===== config.mk =====
export PLATFORM = sky130hd
export DESIGN_NAME = reg_stack_ctrl
export DESIGN_NICKNAME = d
export VERILOG_FILES = /design/src/rtl/reg_stack_ctrl.sv
export SDC_FILE = /design/constraint.sdc
export NUM_CORES = 1
export LEC_CHECK = 0
export ABC_AREA = 1
export BUFFER_PORTS_ARGS = -buffer_cell sky130_fd_sc_hd__buf_4
export CORE_MARGIN = 2
export CORE_UTILIZATION = 50
export CTS_CLUSTER_DIAMETER = 50
export DETAILED_ROUTE_END_ITERATION = 7
export PLACE_DENSITY_LB_ADDON = 0.08
export SYNTH_ARGS = -nofsm -noshare
export SYNTH_HDL_FRONTEND = slang
export SYNTH_SLANG_ARGS = --single-unit

===== constraint.sdc =====
create_clock -name clk -period 3.15 [get_ports clk]
set_input_delay 0.63 -clock clk [delete_from_list [all_inputs] [get_ports clk]]
set_output_delay 0.63 -clock clk [all_outputs]
set_load 0.1 [all_outputs]

===== src/rtl/reg_stack_ctrl.sv =====
`default_nettype none
// ============================================================================
//  Module   : reg_stack_ctrl
//  Brief    : Stack-pointer sequencer for the banked register-save stack.
//             Turns single-cycle push/pop requests into RAM write and
//             read-then-restore sequences and flags overflow/underflow.
//  Revision : 1.0  initial release
// ============================================================================
module reg_stack_ctrl #(
    parameter int ADDR_W = 5,
    parameter int RD_LAT = 1
) (
    input  logic              clk,
    input  logic              rst_n,
    input  logic              push,
    input  logic              pop,
    input  logic              flush,
    input  logic              err_clr,
    output logic [ADDR_W-1:0] stack_addr,
    output logic              stack_wren,
    output logic              restore_en,
    output logic              busy,
    output logic              done,
    output logic [ADDR_W:0]   sp,
    output logic              full,
    output logic              empty,
    output logic              ovf_err,
    output logic              unf_err
);

    typedef enum logic [1:0] {
        ST_IDLE    = 2'd0,
        ST_PUSH_WR = 2'd1,
        ST_POP_RD  = 2'd2,
        ST_POP_LD  = 2'd3
    } state_t;

    localparam logic [ADDR_W:0]   c_depth     = (ADDR_W+1)'(1 << ADDR_W);
    localparam logic [ADDR_W:0]   c_sp_one    = (ADDR_W+1)'(1);
    localparam logic [ADDR_W-1:0] c_addr_one  = ADDR_W'(1);
    localparam logic [1:0]        c_wait_last = 2'(RD_LAT - 1);

    state_t            r_state;
    state_t            w_state_nxt;
    logic [ADDR_W:0]   r_sp;
    logic [ADDR_W:0]   w_sp_nxt;
    logic [ADDR_W-1:0] r_addr;
    logic [ADDR_W-1:0] w_addr_nxt;
    logic [ADDR_W-1:0] w_addr_top;
    logic [1:0]        r_wait;
    logic [1:0]        w_wait_nxt;
    logic              r_wren;
    logic              w_wren_nxt;
    logic              r_restore;
    logic              w_restore_nxt;
    logic              r_busy;
    logic              w_busy_nxt;
    logic              r_done;
    logic              w_done_nxt;
    logic              r_ovf;
    logic              w_ovf_nxt;
    logic              r_unf;
    logic              w_unf_nxt;
    logic              w_ovf_set;
    logic              w_unf_set;
    logic              w_full;
    logic              w_empty;

    // full/empty are the only combinational outputs: pure decodes of sp
    assign w_full  = (r_sp == c_depth);
    assign w_empty = (r_sp == '0);

    // Top-of-stack address; when sp == depth the low bits are 0 and wrap to the last entry
    assign w_addr_top = r_sp[ADDR_W-1:0] - c_addr_one;

    // State register
    always_ff @(posedge clk or negedge rst_n) begin
        if (!rst_n) begin
            r_state <= ST_IDLE;
        end else begin
            r_state <= w_state_nxt;
        end
    end

    // Next-state and next-output decode; flush overrides every state
    always_comb begin
        w_state_nxt   = r_state;
        w_sp_nxt      = r_sp;
        w_addr_nxt    = r_addr;
        w_wait_nxt    = r_wait;
        w_wren_nxt    = 1'b0;
        w_restore_nxt = 1'b0;
        w_done_nxt    = 1'b0;
        w_ovf_set     = 1'b0;
        w_unf_set     = 1'b0;

        if (flush) begin
            w_state_nxt = ST_IDLE;
            w_sp_nxt    = '0;
        end else begin
            case (r_state)
                ST_IDLE: begin
                    // push has priority; a simultaneous pop is silently dropped
                    if (push) begin
                        if (!w_full) begin
                            w_state_nxt = ST_PUSH_WR;
                            w_addr_nxt  = r_sp[ADDR_W-1:0];
                            w_wren_nxt  = 1'b1;
                        end else begin
                            w_ovf_set = 1'b1;
                        end
                    end else if (pop) begin
                        if (!w_empty) begin
                            w_state_nxt = ST_POP_RD;
                            w_addr_nxt  = w_addr_top;
                            w_wait_nxt  = 2'd0;
                        end else begin
                            w_unf_set = 1'b1;
                        end
                    end
                end
                ST_PUSH_WR: begin
                    w_state_nxt = ST_IDLE;
                    w_sp_nxt    = r_sp + c_sp_one;
                    w_done_nxt  = 1'b1;
                end
                ST_POP_RD: begin
                    // RAM q becomes valid RD_LAT edges after the address was presented
                    if (r_wait == c_wait_last) begin
                        w_state_nxt   = ST_POP_LD;
                        w_restore_nxt = 1'b1;
                    end else begin
                        w_wait_nxt = r_wait + 2'd1;
                    end
                end
                ST_POP_LD: begin
                    w_state_nxt = ST_IDLE;
                    w_sp_nxt    = r_sp - c_sp_one;
                    w_done_nxt  = 1'b1;
                end
                default: begin
                    w_state_nxt = ST_IDLE;
                end
            endcase
        end

        w_busy_nxt = (w_state_nxt != ST_IDLE);
        // A fresh error on the same edge as err_clr wins over the clear
        w_ovf_nxt  = w_ovf_set | (r_ovf & ~err_clr);
        w_unf_nxt  = w_unf_set | (r_unf & ~err_clr);
    end

    // Registered datapath and strobes
    always_ff @(posedge clk or negedge rst_n) begin
        if (!rst_n) begin
            r_sp      <= '0;
            r_addr    <= '0;
            r_wait    <= 2'd0;
            r_wren    <= 1'b0;
            r_restore <= 1'b0;
            r_busy    <= 1'b0;
            r_done    <= 1'b0;
            r_ovf     <= 1'b0;
            r_unf     <= 1'b0;
        end else begin
            r_sp      <= w_sp_nxt;
            r_addr    <= w_addr_nxt;
            r_wait    <= w_wait_nxt;
            r_wren    <= w_wren_nxt;
            r_restore <= w_restore_nxt;
            r_busy    <= w_busy_nxt;
            r_done    <= w_done_nxt;
            r_ovf     <= w_ovf_nxt;
            r_unf     <= w_unf_nxt;
        end
    end

    assign stack_addr = r_addr;
    assign stack_wren = r_wren;
    assign restore_en = r_restore;
    assign busy       = r_busy;
    assign done       = r_done;
    assign sp         = r_sp;
    assign full       = w_full;
    assign empty      = w_empty;
    assign ovf_err    = r_ovf;
    assign unf_err    = r_unf;

endmodule
`default_nettype wire


; ---- After elaboration in Yosys (flattened, before gate mapping)
; Cells that the tools add are included.
[op_classes]
reduce_logical = 10
n_shift = 0
n_bitwise = 6
addsub = 4
muxes = 36
n_lt_le_gt_ge = 0
div_mod_pow = 0
n_eq_ne = 10
n_mul = 0
[op_table]
columns = cell, count
row1 = 2-to-1 mux 2 bit, 10
row2 = 2-to-1 mux 5 bit, 4
row3 = 2-to-1 mux 1 bit, 18
row4 = != test 2 bit (second input constant), 6
row5 = case mux 6 bit (2 select lines), 1
row6 = adder 6 x 1 -> 6 bit (second input constant), 1
row7 = == test 6 bit (second input constant), 1
row8 = zero test 6 bit, 1
row9 = 2-to-1 mux 6 bit, 1
row10 = case mux 2 bit (3 select lines), 1
row11 = AND reduction 6 bit, 1
row12 = nonzero test 2 bit, 3
row13 = subtractor 6 x 1 -> 6 bit (second input constant), 1
row14 = AND reduction 5 bit, 1
row15 = subtractor 5 x 1 -> 5 bit (second input constant), 1
row16 = == test 2 bit (second input constant), 2
row17 = zero test 2 bit, 2
row18 = case mux 2 bit (2 select lines), 1
row19 = nonzero test 3 bit, 1
row20 = adder 2 x 1 -> 2 bit (second input constant), 1
row21 = bitwise AND 1 bit, 2
row22 = == test 2 x 1 -> 1 bit (second input constant), 1
row23 = inverter 1 bit, 2
row24 = bitwise OR 1 bit, 2
row25 = OR reduction 2 bit, 1
[word_totals]
register_bits = 21
romBits = 0
input_bits = 6
elab_cells = 76
memories = 0
latch_bits = 0
mem_bits_rw = 0
output_inout_bits = 19

; ---- Longest topological paths before layout
[depth]
word_depth = 7
mapped_depth = 11
ltp_nobuf = 11

; ---- Least setup slack after synthesis
; Ideal clock, no wire load.
[synth_timing]
kind = register -> output
start = register r_sp[1] (netlist: sp[1])
end = output port full
t_required_ns = 2.520
arrival_time_ns = 2.654
slack_ns = -0.134
path_buffers = 0
stages_incl_launch_ff = 5
path_cell_list = dfrtp_1 -> inv_1 -> ha_1 -> nand3_2 -> nor2_1
[synth_between]
elab_chain_cells = 1
[synth_rtl]
columns = item, line
row1 = from (decl), 45  ; logic [ADDR_W:0] r_sp;
row2 = from (signal assigned), 166  ; r_sp <= w_sp_nxt;
row3 = == test 6 bit, 70  ; assign w_full = (r_sp == c_depth);
row4 = to (decl), 25  ; output logic full,
; No other way between the ends.

; ---- Worst setup path after layout
; Same ends and word-level chain as after synthesis.

==> flow_metrics.tcl <==
set metrics [dict create \
    route.vias.total 1069 \
    post-cts-setup-buffer-count 0 \
    status "complete, no violations" \
    wl_per_cell_um 13.01 \
    max_slew_margin_pct 64.73 \
    drive_gt1_share_pct 21.11 \
    drv_slew 0 \
    netlist_area_um2 1187 \
    htreeDepth 1 \
    holdBufCountCts 0 \
    finalNetCount 192 \
    ff_latch_area_um2 525.5 \
    fmax_ghz 0.4227 \
    avgSynthCellArea_um2 7.812 \
    ant_nets 0 \
    nFillCells 217 \
    worstMarginPinSlew_ps 527.2 \
    path_max_fanout 5 \
    antennaDiodeCount 0 \
    yosysSeqAreaShare_pct 44.26 \
    core_area_um2 2233 \
    arrival_ps 1740 \
    cts_resized 0 \
    period_share_pct 75.10 \
    maxCapViolCount 0 \
    ys_ff_latch 21 \
    clkTransAtPathRegs_ps 130 \
    path_class "reg2out" \
    via_per_inst 5.139 \
    rsz0062_at_grt "no" \
    numCtsBuffers 3 \
    cts_tree "built" \
    syn_to_final_growth_pct 20.65 \
    cts_buffer_depth 2 \
    dieWidth_um 52.73 \
    synth_edf_count 0 \
    dieArea_um2 2780 \
    final_common_cell "nand2_1" \
    io_buffer_count 24 \
    ys_types 23 \
    gp_congestion 0.8596 \
    synthFlopType "dfrtp_1" \
    die_y_um 52.73 \
    antenna_found_initial 0 \
    worstPathRequired_ps 2520 \
    first_iter_violations 18 \
    grt_overflow 0 \
    syn-num-nets 163 \
    syn_inst 152 \
    setup_viol 0 \
    drt_pass1_iterations 4 \
    grt_max_degree 22 \
    hpwl_um 2092 \
    cts_root_buf "clkbuf_4" \
    skew_ps 3.519 \
    finalHoldViolations 0 \
    initial_core_util_pct 53.17 \
    cts_sinks 21 \
    ioPinCount 25 \
    start_kind "flip-flop" \
    p_leak_nw 0.8366 \
    async_flop_share_pct 100.0 \
    ir_drop_uv 526.9 \
    ys.warnings.count 0 \
    hold_class "in2async" \
    clock_latency_ps 310 \
    drt-total-wl_um 2706 \
    drc 0 \
    tns_ps 0 \
    min_period_ps 2366 \
    fp-row-count 17 \
    crit_path_end_kind "output pin" \
    final_cell_mix "nand2_1 (42), inv_1 (27), buf_4 (24), dfrtp_1 (21), nand3_1 (20)" \
    finalPower_w 0.001217 \
    grt_pass1_vias 1115 \
    multi_input_comb_area_um2 559.3 \
    power_density_nw_per_um2 849.6 \
    grt_use_total_pct 23.57 \
    grt_pass1_wl_um 4781 \
]
per-stage QoR:
step | util, % | cell area (um^2) | std cells | hold slack, ps | setup slack, ps
final | 64.15 | 1433 | 208 | 176.5 | 784.4
after global routing | 64.15 | 1433 | 208 | 183.0 | 683.2
after CTS | 64.15 | 1433 | 208 | 176.0 | 786.9
after detailed placement | 62.91 | 1405 | 204 | 467.4 | 1149
after global placement | 62.91 | 1405 | 204 | 452.8 | 1211
after floorplan | - | 1190 | 152 | 334.4 | 335.7
final cells by class:
type                       instances  area share [%]
timing repair buffer              24           12.58
multi-input combinational        103           39.04
sequential                        21           36.68
clock buffer                       3           1.572
clock inverter                     1          0.3493
inverter                          28           7.336
tap                               28           2.445
final timing paths:
kind,slack [ps],end,startpoint,cells after the start
hold reg to reg,490,r_wait[0]$_DFFE_PN0P_,r_wait[0]$_DFFE_PN0P_,2
min in group clk,490,r_wait[0]$_DFFE_PN0P_,r_wait[0]$_DFFE_PN0P_,2
max in group asynchronous,2760,restore_en$_DFF_PN0_,rst_n,1
setup / recovery,780,full,sp[1]$_DFFE_PN0P_,5
setup reg to reg,1380,sp[5]$_DFFE_PN0P_,r_state[0]$_DFF_PN0_,8
hold / removal,180,sp[1]$_DFFE_PN0P_,rst_n,1
routing by layer:
layer / up-vias / wire, um / GRT usage (%)
li1: 546 / - / -
met1: 501 / 1221 / 29.11
met2: 18 / 1363 / 41.46
met3: 4 / 91 / 3.143
met4: 0 / 29 / 8.547
met5: - / 0 / 0
cell usage after synthesis (2+ instances only):
cell type,instances,area share (%)
nand3_1,20,8.4
nand2_1,42,13
nand2_2,2,1.1
inv_1,27,8.5
nand4_1,4,2.1
ha_1,5,5.3
nor2_4,2,1.9
xor2_1,2,1.5
o21ai_0,7,3.0
nor2_1,8,2.5
dfrtp_1,21,44
registers in the layout (all words and copies together), names as in the netlist:
| name | flops |
|---|---|
| busy | 1 |
| done | 1 |
| ovf_err | 1 |
| r_state | 2 |
| r_wait | 2 |
| restore_en | 1 |
| sp | 6 |
| stack_addr | 5 |
| stack_wren | 1 |
| unf_err | 1 |
power breakdown:
group | switching, W | internal (W) | leakage, nW
registers | 0.0000454 | 0.000335 | 0.280
logic | 0.000555 | 0.000145 | 0.539
clock network | 0.0000901 | 0.0000475 | 0.0177
logic make-up after synthesis:
kind of cell / synth area share, %
adder cells (fa/ha/maj): 5.269
buffers and inverters: 8.851
AND/OR/NAND/NOR: 30.66
XOR/XNOR: 1.476
flip-flops: 44.26
AO/OA/AOI/OAI: 9.484
critical path: stages (launching register included):
cell and delay, ps:
dfrtp_1 450, inv_1 130, ha_1 270, nand3_2 150
nor2_2 120, buf_4 300
No activity file was read; power rests on OpenSTA's default activity.
